**src/rtl/conv_accumulator.sv**
```systemverilog
// conv_accumulator: signed MAC per output point feeding a FWFT result FIFO; optional ReLU on pushed results via CONV_RELU_EN
module conv_accumulator #(
    parameter int DATA_W = 8,
    parameter int ACC_W  = 20,
    parameter int DEPTH  = 4
) (
    input  logic                     clk,
    input  logic                     reset,
    input  logic                     en_sum,
    input  logic                     en_save,
    input  logic                     finish,
    input  logic signed [DATA_W-1:0] pixel_in,
    input  logic signed [DATA_W-1:0] weight_in,
    output logic signed [ACC_W-1:0]  out_data,
    output logic                     out_valid,
    input  logic                     out_ready,
    output logic                     stall,
    output logic                     overflow,
    output logic                     done
);
    localparam int AW = $clog2(DEPTH);
    typedef enum logic [1:0] {RUN, DRAIN, FIN} state_t;
    state_t                    state, state_nx;
    logic signed [2*DATA_W-1:0] prod;
    logic signed [ACC_W-1:0]   acc, sum, push_val;
    logic signed [ACC_W-1:0]   mem [DEPTH];
    logic [AW-1:0]             wr_ptr, rd_ptr;
    logic [AW:0]               count;
    logic                      run, push_req, push, pop;
    assign prod = pixel_in * weight_in;
    // datapath: running sum, push/pop handshake and FIFO flags
    always_comb begin
        run       = state == RUN;
        sum       = en_sum ? acc + ACC_W'(prod) : acc;
`ifdef CONV_RELU_EN
        push_val  = sum[ACC_W-1] ? '0 : sum;
`else
        push_val  = sum;
`endif
        out_valid = count != '0;
        stall     = count == (AW+1)'(DEPTH);
        pop       = out_valid & out_ready;
        push_req  = run & en_save;
        push      = push_req & (~stall | pop);
        out_data  = out_valid ? mem[rd_ptr] : '0;
    end
    // accumulator clears on every save, whether or not the result was stored
    always_ff @(posedge clk) begin
        if (reset)
            acc <= '0;
        else if (run)
            acc <= en_save ? '0 : sum;
    end
    // result storage, no reset needed since out_data is masked when empty
    always_ff @(posedge clk) begin
        if (push)
            mem[wr_ptr] <= push_val;
    end
    // FIFO pointers, occupancy and sticky overflow on a dropped save
    always_ff @(posedge clk) begin
        if (reset) begin
            wr_ptr   <= '0;
            rd_ptr   <= '0;
            count    <= '0;
            overflow <= 1'b0;
        end else begin
            if (push)
                wr_ptr <= wr_ptr + AW'(1);
            if (pop)
                rd_ptr <= rd_ptr + AW'(1);
            count <= count + (AW+1)'(push) - (AW+1)'(pop);
            if (push_req & stall & ~pop)
                overflow <= 1'b1;
        end
    end
    // state register
    always_ff @(posedge clk) begin
        if (reset)
            state <= RUN;
        else
            state <= state_nx;
    end
    // next state: stop on finish, complete once every result has been drained
    always_comb begin
        state_nx = (state == RUN && finish) ? DRAIN :
                   (state == DRAIN && !out_valid) ? FIN : state;
    end
    // outputs decoded from state
    always_comb begin
        done = state == FIN;
    end
endmodule

```
**config.mk**
```make
export PLATFORM = sky130hd
export DESIGN_NAME = conv_accumulator
export DESIGN_NICKNAME = d
export VERILOG_FILES = /design/src/rtl/conv_accumulator.sv
export SDC_FILE = /design/constraint.sdc
export NUM_CORES = 1
export LEC_CHECK = 0
export BUFFER_PORTS_ARGS = -buffer_cell sky130_fd_sc_hd__buf_2
export CORE_MARGIN = 10
export CORE_UTILIZATION = 40
export DETAILED_ROUTE_END_ITERATION = 8
export GPL_TIMING_DRIVEN = 0
export PLACE_DENSITY = 0.54
export SLEW_MARGIN = 5
export SYNTH_ARGS = -nofsm -noshare
export SYNTH_HDL_FRONTEND = slang
export SYNTH_SLANG_ARGS = --single-unit
```
**constraint.sdc**
```tcl
create_clock -name clk -period 7.7 [get_ports clk]
set_clock_uncertainty 0.15 [all_clocks]
set_input_delay 0.77 -clock clk [delete_from_list [all_inputs] [get_ports clk]]
set_output_delay 0.77 -clock clk [all_outputs]
set_load 0.02 [all_outputs]
```
==> results of run 1 <==
-- registers in the layout, indices dropped and copies added (netlist names), named ones only --
| register | flops |
|---|---|
| mem | 80 |
| state | 2 |
| acc | 20 |
| count | 3 |
| overflow | 1 |
| rd_ptr | 2 |
| wr_ptr | 2 |
-- layout by cell type (no fill, tap or decap), drive strengths merged, types with 2 or more instances in the layout --
cell,n
nor2,42
a22oi,12
nor2b,6
o31ai,4
mux4,20
inv,106
clkinv,4
o21ai,15
buf,43
a22o,4
edfxtp,80
o22ai,3
a31oi,2
nand2b,4
or2,2
nand3,4
and3,2
xnor2,16
a21o,2
nand2,49
nor3,5
nor3b,2
mux2i,3
clkbuf,29
and2,58
ha,51
fa,89
dfxtp,32
xor2,9
mux2,10
a21oi,15
o21a,2
-- layout make-up --
cell class | instances | area, um^2
plain buffers | 18 | 70.07
clock buffers | 13 | 260.3
clock inverters | 3 | 17.52
fillers | 1883 | 10760
inverters | 107 | 401.6
multi-input cells | 438 | 4561
flip-flops and latches | 112 | 3043
well taps | 265 | 331.6
repair buffers | 41 | 205.2
-- cell usage after synthesis, types with 2 or more instances --
library cell  instances
inv_1               106
fa_1                 89
edfxtp_1             80
and2_1               58
ha_1                 51
nand2_1              48
nor2_1               41
dfxtp_1              32
mux4_2               20
clkbuf_1             16
xnor2_1              16
a21oi_1              13
a22oi_1              12
mux2_2               10
o21ai_0              10
xor2_1                9
nor2b_1               6
nor3_1                5
o21ai_1               5
a22o_1                4
nand2b_1              4
nand3_1               4
mux2i_1               3
o22ai_1               3
a21o_1                2
a21oi_2               2
a31oi_1               2
and3_1                2
buf_2                 2
nor3b_1               2
o31ai_1               2
-- kinds of logic (layout without fill, tap and decap cells) --
group,count (synthesis),after routing,synth area share
AOI/OAI and AO/OA,66,66,0.05841
xor gates and xnor gates,25,25,0.02711
adders and majority gates,140,140,0.2997
buffers and inverters,125,182,0.05841
DFF,112,112,0.3768
muxes,33,33,0.07344
and+or+nand+nor,174,174,0.1061
-- tightest hold or removal path, delay by kind of cell, from the launching register on --
family | cells | cell delay [ns]
flops | 1 | 0.33
simple gates | 1 | 0.07
compound gates | 1 | 0.04
-- final timing paths --
check | endpoint | depth (start not counted) | start
worst max-delay path | mem[0][19] | 17 | weight_in[0]
worst max register to register | mem[0][19] | 17 | acc[6]
worst min-delay path | overflow | 2 | overflow
worst min register to register | overflow | 2 | overflow
-- per-stage QoR --
| stage | hold slack (ns) | setup slack [ns] | util | instances |
|---|---|---|---|---|
| 2_1_floorplan | 0.3027 | 1.882 | - | 675 |
| 3_3_place_gp | 0.2987 | 1.179 | 0.4382 | 981 |
| 3_5_place_dp | 0.3087 | 1.091 | 0.4382 | 981 |
| 4_1_cts | 0.3241 | 1.443 | 0.4523 | 997 |
| 5_1_grt | 0.3512 | 1.154 | 0.4523 | 997 |
| 6_report | 0.3178 | 1.515 | 0.4523 | 997 |
-- routing by layer --
metal / wire length (um) / track usage / vias up
met2: 7419 / 0.2082 / 67
met4: 134 / 0.02854 / 0
li1: - / - / 2327
met1: 8086 / 0.1759 / 2400
met5: 0 / 0 / -
met3: 478 / 0.02199 / 11
==> metrics.md, run 1 <==
| Metric | Value |
|---|---|
| Seq cells post-synth | around 110 |
| Clock Sinks | about 110 |
| Post-synthesis cell type count | 47 |
| Top-area cell type share of the netlist area | 0.2975 |
| DP Area | roughly 0.0086 mm^2 |
| Drt drc | 0 |
| CP top delay family | adder cells |
| First-pass GRT wire length | about 27 mm |
| Tightest Hold Check Type | reg -> reg |
| Worst setup EP type | flip-flop |
| Finished Cell Area | a little under 0.009 mm^2 |
| Area Overhead vs Synth | 10.09% |
| Pre-antenna DRT Iters | 4 |
| Post-CTS Setup Inserts | 0 |
| Area leader, netlist | edfxtp_1 |
| Net count after synthesis | about 840 |
| Pin count of the biggest net entering global routing | 21 |
| Final setup fails | 0 |
| Ys flop type | edfxtp_1 |
| Maxcap violations | 0 |
| Post-cts sizing count | 0 |
| Avg Vias per Cell | a little under 5 |
| Core ar. | roughly 0.020 mm^2 |
| Final net count | 889 |
| Slew Limit Fails | 0 |
| Dpl hpwl | 12.98 mm |
| Slowest cell on crit path | and2_1 |
| TritonCTS clock tree | done |
| WS Path Type | in -> reg |
| Tot GR Track Use | 0.1283 |
| I/O pin cnt | between 40 and 50 |
| Mean Syn Cell Area | ~12 um^2 |
| Initial DRC Count | around 200 |
| Rows | 51 |
| Synth Cell Area | around 0.0081 mm^2 |
| Vias | a little under 5,000 |
| Max_slew headroom | 0.2484 |
| Fin Setup TNS | 0 ns |
| CP startpoint kind | input port |
| Routed len/inst | 16.17 um |
| Post-synthesis cell count | a little under 700 |
| CTS clk-pin slew, worst paths | roughly 0.070 ns |
| Clock Path Buffers | 2 |
| IO buf count | roughly 40 |
| Sequential share of the synthesized area | 0.3768 |
| Hold-fix buffers, CTS | 0 |
| Worst reg-to-reg setup slack | about 2.4 ns |
| Initial antenna violation count | 0 |
| Final Hold Fails | 0 |
| Share of flip-flops with an asynchronous set or reset | 0 |
| EDFF count, synth | 80 |
| Remaining antenna violation count | 0 |
| Required time worst endpoint | ~7.7 ns |
| Worst Path Arrival | just over 6 ns |
| Clock root cell | clkbuf_16 |
| Vias in the first global route | around 5,300 |
| Worst-margin pin slew | approximately 1.1 ns |
| Starting Density | 0.4109 |
| Period utilization | 0.8032 |
| YS warnings | 0 |
| TritonCTS Buffers | 9 |
| CTS H-Tree Depth | 3 |
| Post-route minimum period | just over 6 ns |
| Final wirelength | between 15 and 20 mm |
| Die height | between 150 and 200 um |
| Worst path max stage delay | 0.74 ns |
| Crit path max fanout | 13 |
| Status | completed |
| F_max | around 160 MHz |
| Die Wd | between 150 and 200 um |
| Share of cells above drive strength 1 | 0.1325 |
| Area contributors post-synth | edfxtp_1 30%, fa_1 22%, dfxtp_1 7.9% |
| GRT overflow | 0 |
| Unrepaired setup endpoints after global routing | no |
| Die footprint | approximately 0.026 mm^2 |
| Placer Congestion | approximately 0.82 |
| N_diodes | 0 |
| Buffers & Inverters on Critical Path | 3 |
| Most Frequent Cell on Critical Path | fa_1 |
| Worst-skew pair later-pin latency | 0.34 ns |
| Cells along the critical path | buf_2, and2_1, inv_1, fa_1, inv_1, fa_1, fa_1, fa_1, fa_1, ha_1, nand3_1, nand2_2, o31ai_4, o31ai_2, a221oi_2, xor2_1, a21oi_1 |
Power of run 1 is left out: the tool's default activity adds up to more than one toggle a clock period on the data nets, which glitch-free logic cannot reach.
==> run 2, diff against run 1 <==
Clock period 7.7 ns to 6.3 ns, I/O delays scaled along.
==> run 2 against run 1 <==
Net effect:
- setup slack got worse by 1.1 ns
- design area is essentially flat
- die area is the same
- global-route usage is the same
- utilization is essentially flat
- critical path depth fell by 2
- via count unchanged
- worst hold slack is the same
- sequential cell count did not move
- final cell count stayed put
- critical path type unchanged
- largest cell class unchanged
==> metrics.md, run 2 (synthesis gave the netlist of run 1 again) <==
| Metric | Value |
|---|---|
| Starting Density | 0.4109 (unchanged) |
| Initial antenna violation count | 0 (unchanged) |
| Clock root cell | clkbuf_16 |
| Final wirelength | 16.12 mm (unchanged) |
| WS Path Type | in -> reg |
| Placer Congestion | 0.8187 (unchanged) |
| Hold Path Origin | overflow |
| Share of cells above drive strength 1 | 0.1339 (+0.001366) |
| Clock Path Buffers | 2 (unchanged) |
| Largest register FFs | 80 (unchanged) |
| Crit path max fanout | 12 (-1) |
| Period utilization | 0.9315 |
| Routed len/inst | 16.17 um (unchanged) |
| First-pass GRT wire length | 27.28 mm (unchanged) |
| Final net count | 889 (unchanged) |
| Drt drc | 0 (unchanged) |
| Worst reg-to-reg setup slack | 1.04 ns (-1.40 ns) |
| Vias in the first global route | 5,300 (unchanged) |
| Tot GR Track Use | 0.1283 (unchanged) |
| WHS Endpoint | overflow |
| Post-route minimum period | between 5 and 6 ns |
| Avg Vias per Cell | 4.819 (unchanged) |
| Core ar. | 0.01965 mm^2 (unchanged) |
| N_diodes | 0 (unchanged) |
| Max_slew headroom | 0.2484 (unchanged) |
| Final Hold Fails | 0 (unchanged) |
| TritonCTS Buffers | 9 (unchanged) |
| Final setup fails | 0 (unchanged) |
| Slew Limit Fails | 0 (unchanged) |
| Required time worst endpoint | 6.25 ns (-1.40 ns) |
| CTS H-Tree Depth | 3 (unchanged) |
| Unrepaired setup endpoints after global routing | no |
| Fillers | 1,883 (unchanged) |
| Clock Sinks | 112 (unchanged) |
| Vias | 4,805 (unchanged) |
| Die height | 162.1 um (unchanged) |
| Most flops, register | mem |
| Fin Setup TNS | 0 ns (unchanged) |
| Rows | 51 (unchanged) |
| Worst r2r path cells | 17 (unchanged) |
| Status | completed |
| Maxcap violations | 0 (unchanged) |
| Most common cell after layout, fill and taps aside | inv_1 |
| Worst setup EP type | flip-flop |
| Pre-antenna DRT Iters | 4 (unchanged) |
| Hold WS | 0.3178 ns (unchanged) |
| Die Wd | 162.1 um (unchanged) |
| Worst setup startpoint | weight_in[1] |
| Dpl hpwl | 12.98 mm (unchanged) |
| Reg2reg end | mem[0][19] |
| IO buf count | 41 (unchanged) |
| Pin count of the biggest net entering global routing | 21 (unchanged) |
| Hold-fix buffers, CTS | 0 (unchanged) |
| Finished Cell Area | 0.008891 mm^2 (about the same) |
| Worst-skew pair later-pin latency | 0.34 ns (about the same) |
| CTS clk-pin slew, worst paths | 0.07 ns (about the same) |
| GRT overflow | 0 (unchanged) |
| Most frequent cells in the layout | 106 x inv_1, 89 x fa_1, 80 x edfxtp_1 |
| Remaining antenna violation count | 0 (unchanged) |
| Die footprint | 0.02627 mm^2 (unchanged) |
| Worst-margin pin slew | 1.127 ns (unchanged) |
| Biggest regs | mem (80), acc (20), count (3) |
| Worst Path Arrival | 5.82 ns (-0.32 ns) |
| Worst hold path stage count | 2 (unchanged) |
| Tightest Hold Check Type | reg -> reg |
| Area Overhead vs Synth | 10.10% (about the same) |
| CP startpoint kind | input port |
| Initial DRC Count | 204 (unchanged) |
| TritonCTS clock tree | done |
| I/O pin cnt | 46 (unchanged) |
| DP Area | 0.008612 mm^2 (unchanged) |
| F_max | about 170 MHz |
| Reg-to-Reg Start | acc[6] |
## run 2: routing by layer
layer | track usage | part of all wire | up-vias
li1 | - | - | 2327
met1 | 0.1759 | 0.50 | 2400
met2 | 0.2082 | 0.46 | 67
met3 | 0.02199 | 0.030 | 11
met4 | 0.02854 | 0.0083 | 0
met5 | 0 | 0 | -
## run 2: worst max path at each step
stage,endpoint,slack (ns),cells after the start
finish,mem[0][19],0.43,15
detailed placement,mem[2][19],-0.17,17
global route,mem[0][19],0.17,15
global placement,mem[0][19],-0.08,17
CTS,mem[0][19],0.18,17
floorplan,mem[0][19],0.62,16
## run 2: repair_timing
| action | in CTS | in global routing |
|---|---|---|
| setup endpoints to repair | 0 | 8 |
| resized for setup | 0 | 1 |
| setup buffers | 0 | 0 |
## run 2: cell type report
type / instances / area [um^2] / area share
tap: 265 / 331.6 / 0.03729
timing repair buffer: 41 / 205.2 / 0.02308
sequential: 112 / 3043 / 0.3422
buffer: 18 / 70.07 / 0.007881
clock buffer: 13 / 260.3 / 0.02927
multi-input combinational: 438 / 4562 / 0.5131
clock inverter: 3 / 17.52 / 0.001970
inverter: 107 / 401.6 / 0.04517
## run 2: critical path: stages
cell,delay [ns]
clkbuf_1,0.27
and2_1,0.68
fa_1,0.58
fa_1,0.50
fa_1,0.56
fa_1,0.41
ha_1,0.29
ha_1,0.39
a21oi_2,0.19
nand2_2,0.10
o31ai_4,0.31
o31ai_2,0.11
a221oi_2,0.25
xor2_1,0.13
a21oi_1,0.40
## run 2: through the flow
| stage | worst slack, ns | util | std cells |
|---|---|---|---|
| after detailed placement | -0.1685 | 0.4382 | 981 |
| after global placement | -0.08146 | 0.4382 | 981 |
| after global routing | 0.1680 | 0.4524 | 997 |
| after CTS | 0.1835 | 0.4523 | 997 |
| final | 0.4315 | 0.4524 | 997 |
| after floorplan | 0.6223 | - | 675 |
Power of run 2 is left out for the same reason.
